<file path="src/rtl/mire_gen_if.sv">
// Wishbone B4 write-master bundle between mire_gen and the SDRAM arbiter.
interface mire_gen_if;
  logic [31:0] adr;
  logic [31:0] dat_ms;
  logic        we;
  logic [3:0]  sel;
  logic        cyc;
  logic        stb;
  logic [2:0]  cti;
  logic [1:0]  bte;
  logic        ack;

  modport master (
    output adr, dat_ms, we, sel, cyc, stb, cti, bte,
    input  ack
  );

  modport slave (
    input  adr, dat_ms, we, sel, cyc, stb, cti, bte,
    output ack
  );
endinterface

</file>
<file path="src/rtl/mire_gen.sv">
// mire_gen: test-pattern generator writing full frames into the SDRAM frame buffer
// as incrementing Wishbone bursts, releasing the bus for GAP_CYC cycles between bursts.
// Optional feature macro: MIRE_SCROLL_EN (pattern scrolls left one pixel per frame).
module mire_gen #(
  parameter int unsigned HDISP     = 800,
  parameter int unsigned VDISP     = 480,
  parameter int unsigned BURST_LEN = 16,
  parameter int unsigned GAP_CYC   = 4,
  parameter int unsigned GRID      = 16,
  parameter logic [31:0] BASE_ADR  = 32'h0,
  parameter logic [23:0] SOLID_COL = 24'h0000FF
) (
  input  logic        clk,
  input  logic        rst_n,
  input  logic        enable,
  input  logic [1:0]  mode,
  mire_gen_if.master  wb,
  output logic        frame_done,
  output logic [15:0] frame_cnt
);

  localparam int unsigned XW = (HDISP > 1) ? $clog2(HDISP) : 1;
  localparam int unsigned YW = (VDISP > 1) ? $clog2(VDISP) : 1;
  localparam int unsigned BW = (BURST_LEN > 1) ? $clog2(BURST_LEN) : 1;
  localparam int unsigned GW = (GAP_CYC > 1) ? $clog2(GAP_CYC) : 1;

  typedef enum logic [1:0] {IDLE, BURST, GAP} state_t;

  state_t          state_q, state_d;
  logic [XW-1:0]   x_q, x_d;
  logic [YW-1:0]   y_q, y_d;
  logic [BW-1:0]   beat_q, beat_d;
  logic [GW-1:0]   gap_q, gap_d;
  logic [1:0]      mode_q, mode_d;
  logic [15:0]     fcnt_q, fcnt_d;
  logic            fdone_q, fdone_d;
  logic            cyc_q, cyc_d;
  logic [31:0]     adr_q, adr_d;
  logic [31:0]     dat_q, dat_d;
  logic [2:0]      cti_q, cti_d;

  logic            start;
  logic            adv;
  logic [XW-1:0]   xs;
  logic [2:0]      bar;
  logic [23:0]     pix;

  // Colour of one of the eight vertical bars, left to right.
  function automatic logic [23:0] bar_col(input logic [2:0] b);
    case (b)
      3'd0:    bar_col = 24'hFFFFFF;
      3'd1:    bar_col = 24'hFFFF00;
      3'd2:    bar_col = 24'h00FFFF;
      3'd3:    bar_col = 24'h00FF00;
      3'd4:    bar_col = 24'hFF00FF;
      3'd5:    bar_col = 24'hFF0000;
      3'd6:    bar_col = 24'h0000FF;
      default: bar_col = 24'h000000;
    endcase
  endfunction

  // State, counters and registered bus outputs.
  always_ff @(posedge clk) begin
    if (!rst_n) begin
      state_q <= IDLE;
      x_q     <= '0;
      y_q     <= '0;
      beat_q  <= '0;
      gap_q   <= '0;
      mode_q  <= 2'd0;
      fcnt_q  <= 16'd0;
      fdone_q <= 1'b0;
      cyc_q   <= 1'b0;
      adr_q   <= BASE_ADR;
      dat_q   <= 32'd0;
      cti_q   <= 3'b010;
    end else begin
      state_q <= state_d;
      x_q     <= x_d;
      y_q     <= y_d;
      beat_q  <= beat_d;
      gap_q   <= gap_d;
      mode_q  <= mode_d;
      fcnt_q  <= fcnt_d;
      fdone_q <= fdone_d;
      cyc_q   <= cyc_d;
      adr_q   <= adr_d;
      dat_q   <= dat_d;
      cti_q   <= cti_d;
    end
  end

  // Burst sequencing, pixel counters and next-beat address/data/cti.
  always_comb begin
    state_d = state_q;
    x_d     = x_q;
    y_d     = y_q;
    beat_d  = beat_q;
    gap_d   = gap_q;
    mode_d  = mode_q;
    fcnt_d  = fcnt_q;
    fdone_d = 1'b0;
    cyc_d   = cyc_q;
    adr_d   = adr_q;
    dat_d   = dat_q;
    cti_d   = cti_q;
    start   = 1'b0;
    adv     = 1'b0;

    case (state_q)
      IDLE:  start = enable;
      BURST: adv = cyc_q & wb.ack;
      GAP: begin
        if (gap_q == GW'(GAP_CYC - 1)) begin
          if (enable) start = 1'b1;
          else        state_d = IDLE;
        end else begin
          gap_d = gap_q + GW'(1);
        end
      end
      default: state_d = IDLE;
    endcase

    // A burst starting on pixel (0,0) is a frame start: latch the pattern there only.
    if (start) begin
      state_d = BURST;
      cyc_d   = 1'b1;
      if (x_q == '0 && y_q == '0) mode_d = mode;
    end

    if (adv) begin
      if (x_q == XW'(HDISP - 1)) begin
        x_d = '0;
        if (y_q == YW'(VDISP - 1)) begin
          y_d     = '0;
          fdone_d = 1'b1;
          fcnt_d  = fcnt_q + 16'd1;
        end else begin
          y_d = y_q + YW'(1);
        end
      end else begin
        x_d = x_q + XW'(1);
      end
      if (beat_q == BW'(BURST_LEN - 1)) begin
        beat_d  = '0;
        state_d = GAP;
        gap_d   = '0;
        cyc_d   = 1'b0;
      end else begin
        beat_d = beat_q + BW'(1);
      end
    end

`ifdef MIRE_SCROLL_EN
    xs = XW'((32'(x_d) + 32'(fcnt_d)) % 32'(HDISP));
`else
    xs = x_d;
`endif
    bar = 3'((32'(xs) * 32'd8) / 32'(HDISP));
    case (mode_d)
      2'd0: pix = (((32'(xs) & 32'(GRID - 1)) == 32'd0) ||
                   ((32'(y_d) & 32'(GRID - 1)) == 32'd0)) ? 24'hFFFFFF : 24'h000000;
      2'd1: pix = bar_col(bar);
      2'd2: pix = {3{8'(xs)}};
      default: pix = SOLID_COL;
    endcase

    // Beat outputs only change when a new beat is presented, so they hold during stalls.
    if (start || adv) begin
      adr_d = BASE_ADR + ((32'(y_d) * 32'(HDISP) + 32'(x_d)) << 2);
      dat_d = {8'h00, pix};
      cti_d = (beat_d == BW'(BURST_LEN - 1)) ? 3'b111 : 3'b010;
    end
  end

  assign wb.adr     = adr_q;
  assign wb.dat_ms  = dat_q;
  assign wb.we      = 1'b1;
  assign wb.sel     = 4'b1111;
  assign wb.cyc     = cyc_q;
  assign wb.stb     = cyc_q;
  assign wb.cti     = cti_q;
  assign wb.bte     = 2'b00;
  assign frame_done = fdone_q;
  assign frame_cnt  = fcnt_q;

endmodule

</file>
<file path="src/flat_wrapper.sv">
// flat-port wrapper written by rule: the top's interface ports become plain ports
module mire_gen_flat 
#(
  parameter int unsigned HDISP     = 800,
  parameter int unsigned VDISP     = 480,
  parameter int unsigned BURST_LEN = 16,
  parameter int unsigned GAP_CYC   = 4,
  parameter int unsigned GRID      = 16,
  parameter logic [31:0] BASE_ADR  = 32'h0,
  parameter logic [23:0] SOLID_COL = 24'h0000FF
)
  (clk, rst_n, enable, mode, frame_done, frame_cnt, wb_adr, wb_dat_ms, wb_we, wb_sel, wb_cyc, wb_stb, wb_cti, wb_bte, wb_ack);
  mire_gen_if wb_i ();
  input  logic clk;
  input  logic rst_n;
  input  logic enable;
  input  logic [1:0] mode;
  output logic frame_done;
  output logic [15:0] frame_cnt;
  output wire logic [$bits(wb_i.adr)-1:0] wb_adr;
  output wire logic [$bits(wb_i.dat_ms)-1:0] wb_dat_ms;
  output wire logic [$bits(wb_i.we)-1:0] wb_we;
  output wire logic [$bits(wb_i.sel)-1:0] wb_sel;
  output wire logic [$bits(wb_i.cyc)-1:0] wb_cyc;
  output wire logic [$bits(wb_i.stb)-1:0] wb_stb;
  output wire logic [$bits(wb_i.cti)-1:0] wb_cti;
  output wire logic [$bits(wb_i.bte)-1:0] wb_bte;
  input wire logic [$bits(wb_i.ack)-1:0] wb_ack;
  assign wb_adr = wb_i.adr;
  assign wb_dat_ms = wb_i.dat_ms;
  assign wb_we = wb_i.we;
  assign wb_sel = wb_i.sel;
  assign wb_cyc = wb_i.cyc;
  assign wb_stb = wb_i.stb;
  assign wb_cti = wb_i.cti;
  assign wb_bte = wb_i.bte;
  assign wb_i.ack = wb_ack;
  mire_gen #(.HDISP(HDISP), .VDISP(VDISP), .BURST_LEN(BURST_LEN), .GAP_CYC(GAP_CYC), .GRID(GRID), .BASE_ADR(BASE_ADR), .SOLID_COL(SOLID_COL)) u_core (.clk(clk), .rst_n(rst_n), .enable(enable), .mode(mode), .wb(wb_i), .frame_done(frame_done), .frame_cnt(frame_cnt));
endmodule
</file>
<file path="config.mk">
export PLATFORM = sky130hd
export DESIGN_NAME = mire_gen_flat
export DESIGN_NICKNAME = d
export VERILOG_FILES = /design/src/rtl/mire_gen_if.sv /design/src/rtl/mire_gen.sv /design/src/flat_wrapper.sv
export SDC_FILE = /design/constraint.sdc
export NUM_CORES = 1
export LEC_CHECK = 0
export CORE_ASPECT_RATIO = 0.6
export CORE_MARGIN = 1.5
export CORE_UTILIZATION = 50
export CTS_BUF_LIST = sky130_fd_sc_hd__clkbuf_16
export CTS_CLUSTER_SIZE = 16
export DETAILED_ROUTE_END_ITERATION = 6
export GPL_TIMING_DRIVEN = 0
export HOLD_SLACK_MARGIN = 0.1
export PLACE_DENSITY = 0.76
export SYNTH_ARGS = -nofsm -noshare
export SYNTH_HDL_FRONTEND = slang
export SYNTH_SLANG_ARGS = --single-unit
export TNS_END_PERCENT = 50
</file>
<file path="constraint.sdc">
create_clock -name clk -period 12 [get_ports clk]
set_input_delay 3.6 -clock clk [delete_from_list [all_inputs] [get_ports clk]]
set_output_delay 3.6 -clock clk [all_outputs]
set_load 0.01 [all_outputs]
</file>
==> results.py <==
metrics = {
    "global_routing": {
        "grt_usage_pct": 29.35,
        "grt_max_degree": 17,
        "grt_antenna_before_repair": 0,
        "grt-ovfl-total": 0,
        "grt_pass1_wl_mm": 28.68,
        "grt_pass1_vias": 5487,
    },
    "timing": {
        "report.final.slew_viol_count": 0,
        "slew_headroom_pct": 29.29,
        "setup_violations": 0,
        "finalCritPeriodShare_pct": 76.28,
        "worst_pin_slew_ns": 1.050,
        "rsz0062_at_grt": "false",
        "fin_worst_skew_ns": 0.008315,
        "max_freq_mhz": 109.2,
        "tns_ns": 0,
        "finalCriticalPeriod_ns": 9.154,
        "hold_viol_final": 0,
    },
    "worst_setup_path": {
        "cp.arrival_ns": 9.41,
        "crit_buf_inv": 7,
        "critPathMostFrequentCell": "inv_1",
        "cp_max_fo": 10,
        "cp_slowest_cell": "clkdlybuf4s50_1",
        "critical_path.max_stage_delay_ns": 0.52,
        "cp.depth": 25,
        "critPathLaunchType": "input pin",
        "critPathRequiredTime_ns": 12.25,
        "endpoint_kind": "register",
        "setup.worst_path.class": "in -> reg",
        "reg2reg_depth": 25,
        "crit_family": "compound AO/OA/AOI/OAI gates",
    },
    "logic_synthesis": {
        "synth.distinct_cells": 67,
        "ys_warn_count": 0,
        "synth_top_area_share_pct": 30.78,
        "synth_top_cell_by_area": "dfxtp_1",
        "synth_area_per_cell_um2": 8.001,
        "ys_async_sr_fraction_pct": 0,
        "syn-cell-area_mm2": 0.005984,
        "ys_seq_area_share_pct": 30.78,
        "synth-main-ff-cell": "dfxtp_1",
        "synth.area.top_cells": "dfxtp_1 31%, ha_1 9.2%, nor2_1 5.8%",
        "synth_edf_count": 0,
        "synthCells": 748,
        "synth_seq_cells": 92,
    },
    "worst_hold_path": {
        "hold_class": "reg -> reg",
        "min_path_cells": 2,
    },
    "final_layout": {
        "diodes": 0,
        "layout_commonest_cell": "nor2_1",
        "fill_cells": 983,
        "fin_nets": 910,
        "areaGrowthSynthToFinish_pct": 22.08,
        "final_cell_mix": "93 x nor2_1, 92 x dfxtp_1, 70 x clkdlybuf4s50_1, 63 x nand2_1, 53 x a21oi_1",
        "drive_above_1_share_pct": 7.791,
        "fin_util_pct": 63.61,
    },
    "placement": {
        "globalplace.congestion": 0.9698,
        "io_buffers": 70,
        "hpwl_mm": 13.77,
    },
    "clock_tree": {
        "cts_hold_buf": 0,
        "cts_buffers": 9,
        "post-cts-setup-buffers": 0,
        "htree_levels": 3,
        "tritoncts": "built",
        "clkSlewWorstSetupHoldPaths_ns": 0.07,
        "cts.path.max_buffers": 2,
        "cts.repair.resized": 0,
        "insertion_delay_ns": 0.34,
        "cts.sinks": 92,
        "cts_root_buffer": "clkbuf_16",
    },
    "outcome": {
        "status": "finished clean",
    },
    "power": {
        "p_total_mw": 0.7701,
        "peakVddDrop_mv": 0.08423,
        "leakagePower_nw": 3.095,
        "cellPowerDensity_mw_per_mm2": 105.4,
    },
    "floorplan": {
        "fp-row-count": 30,
        "chipWidth_um": 144.2,
        "ios": 99,
        "dieArea_mm2": 0.01266,
        "start_util_pct": 52.10,
        "die_height_um": 87.75,
        "core_mm2": 0.01149,
    },
    "drt": {
        "num_vias": 5834,
        "wl_mm": 18.00,
        "route.detailed.drc": 0,
        "dr.pass1.iters": 4,
        "ant_nets": 0,
        "routedWlPerCell_um": 17.64,
        "routed_via_density": 5.720,
        "drt_iter0_drc": 409,
    },
    "flow_run": {
        "maxCapViolations": 0,
    },
}
## report_power, final
group / internal, mW / switching [mW]
logic: 0.0556 / 0.0726
clock network: 0.184 / 0.126
registers: 0.321 / 0.0109
## sequential cells by signal, indices dropped and copies added (netlist names)
| name | count |
|---|---|
| u_core.wb.adr | 20 |
| u_core.wb.dat_ms | 24 |
| u_core.frame_done | 1 |
| u_core.y_q | 9 |
| u_core.gap_q | 2 |
| u_core.state_q | 2 |
| u_core.frame_cnt | 16 |
| u_core.mode_q | 2 |
| u_core.x_q | 10 |
| u_core.wb.cyc | 1 |
| u_core.beat_q | 4 |
| u_core.wb.cti | 1 |
## synthesized netlist by cell type, drive strengths merged, types with 22 or more instances
master / count
clkbuf: 24
o21ai: 51
buf: 39
a21oi: 53
xor2: 22
inv: 36
nand2: 63
xnor2: 25
dfxtp: 92
ha: 44
nor2: 94
nand3: 25
## metrics by stage
stage / instance area (um2) / hold WS, ns / std cells / worst slack, ns
3_5_place_dp: 6983 / 0.4430 / 1004 / 2.546
4_1_cts: 7306 / 0.4529 / 1020 / 2.885
6_report: 7306 / 0.4548 / 1020 / 2.846
3_3_place_gp: 6983 / 0.4460 / 1004 / 2.684
5_1_grt: 7306 / 0.4659 / 1020 / 2.368
2_1_floorplan: 6082 / 0.4500 / 774 / 3.916
## layer usage
metal,part of all wire (%),routed length (um),up-vias,track usage [%]
li1,-,-,2789,-
met2,39,7096,303,41.41
met1,49,8784,2712,44.38
met5,0,0,-,0
met4,2.0,355,0,8.173
met3,9.8,1759,30,6.561
## worst min-delay path: stages, from the launching register on
cell and delay, ns:
dfxtp_1 0.31, nand2_1 0.05, a21oi_1 0.05
## layout make-up
cell class / count / area, um2 / area share (%)
inverter: 36 / 135.1 / 1.850
sequential: 92 / 1842 / 25.21
clock buffer: 9 / 225.2 / 3.083
timing repair buffer: 70 / 700.7 / 9.591
buffer: 63 / 372.9 / 5.104
tap: 160 / 200.2 / 2.740
multi-input combinational: 583 / 3732 / 51.09
clock inverter: 7 / 97.59 / 1.336
## logic make-up after synthesis
| kind of cell | after synthesis | synth area share [%] |
|---|---|---|
| muxes | 7 | 1.171 |
| AOI/OAI and AO/OA | 176 | 18.92 |
| buffers and inverters | 99 | 8.488 |
| xor gates and xnor gates | 47 | 6.878 |
| other | 2 | 0.1255 |
| DFF | 92 | 30.78 |
| adders and majority gates | 51 | 11.21 |
| and+or+nand+nor | 274 | 22.43 |
## path summary, 6_finish.rpt
check	startpoint	endpoint	slack, ns
max reg2reg	u_core.x_q[0]	u_core.wb.adr[20]	5.99
min	u_core.wb.dat_ms[9]	u_core.wb.dat_ms[9]	0.45
max	wb_ack	u_core.wb.adr[20]	2.85
min reg2reg	u_core.wb.dat_ms[9]	u_core.wb.dat_ms[9]	0.45
(Power assumes the default switching activity.)
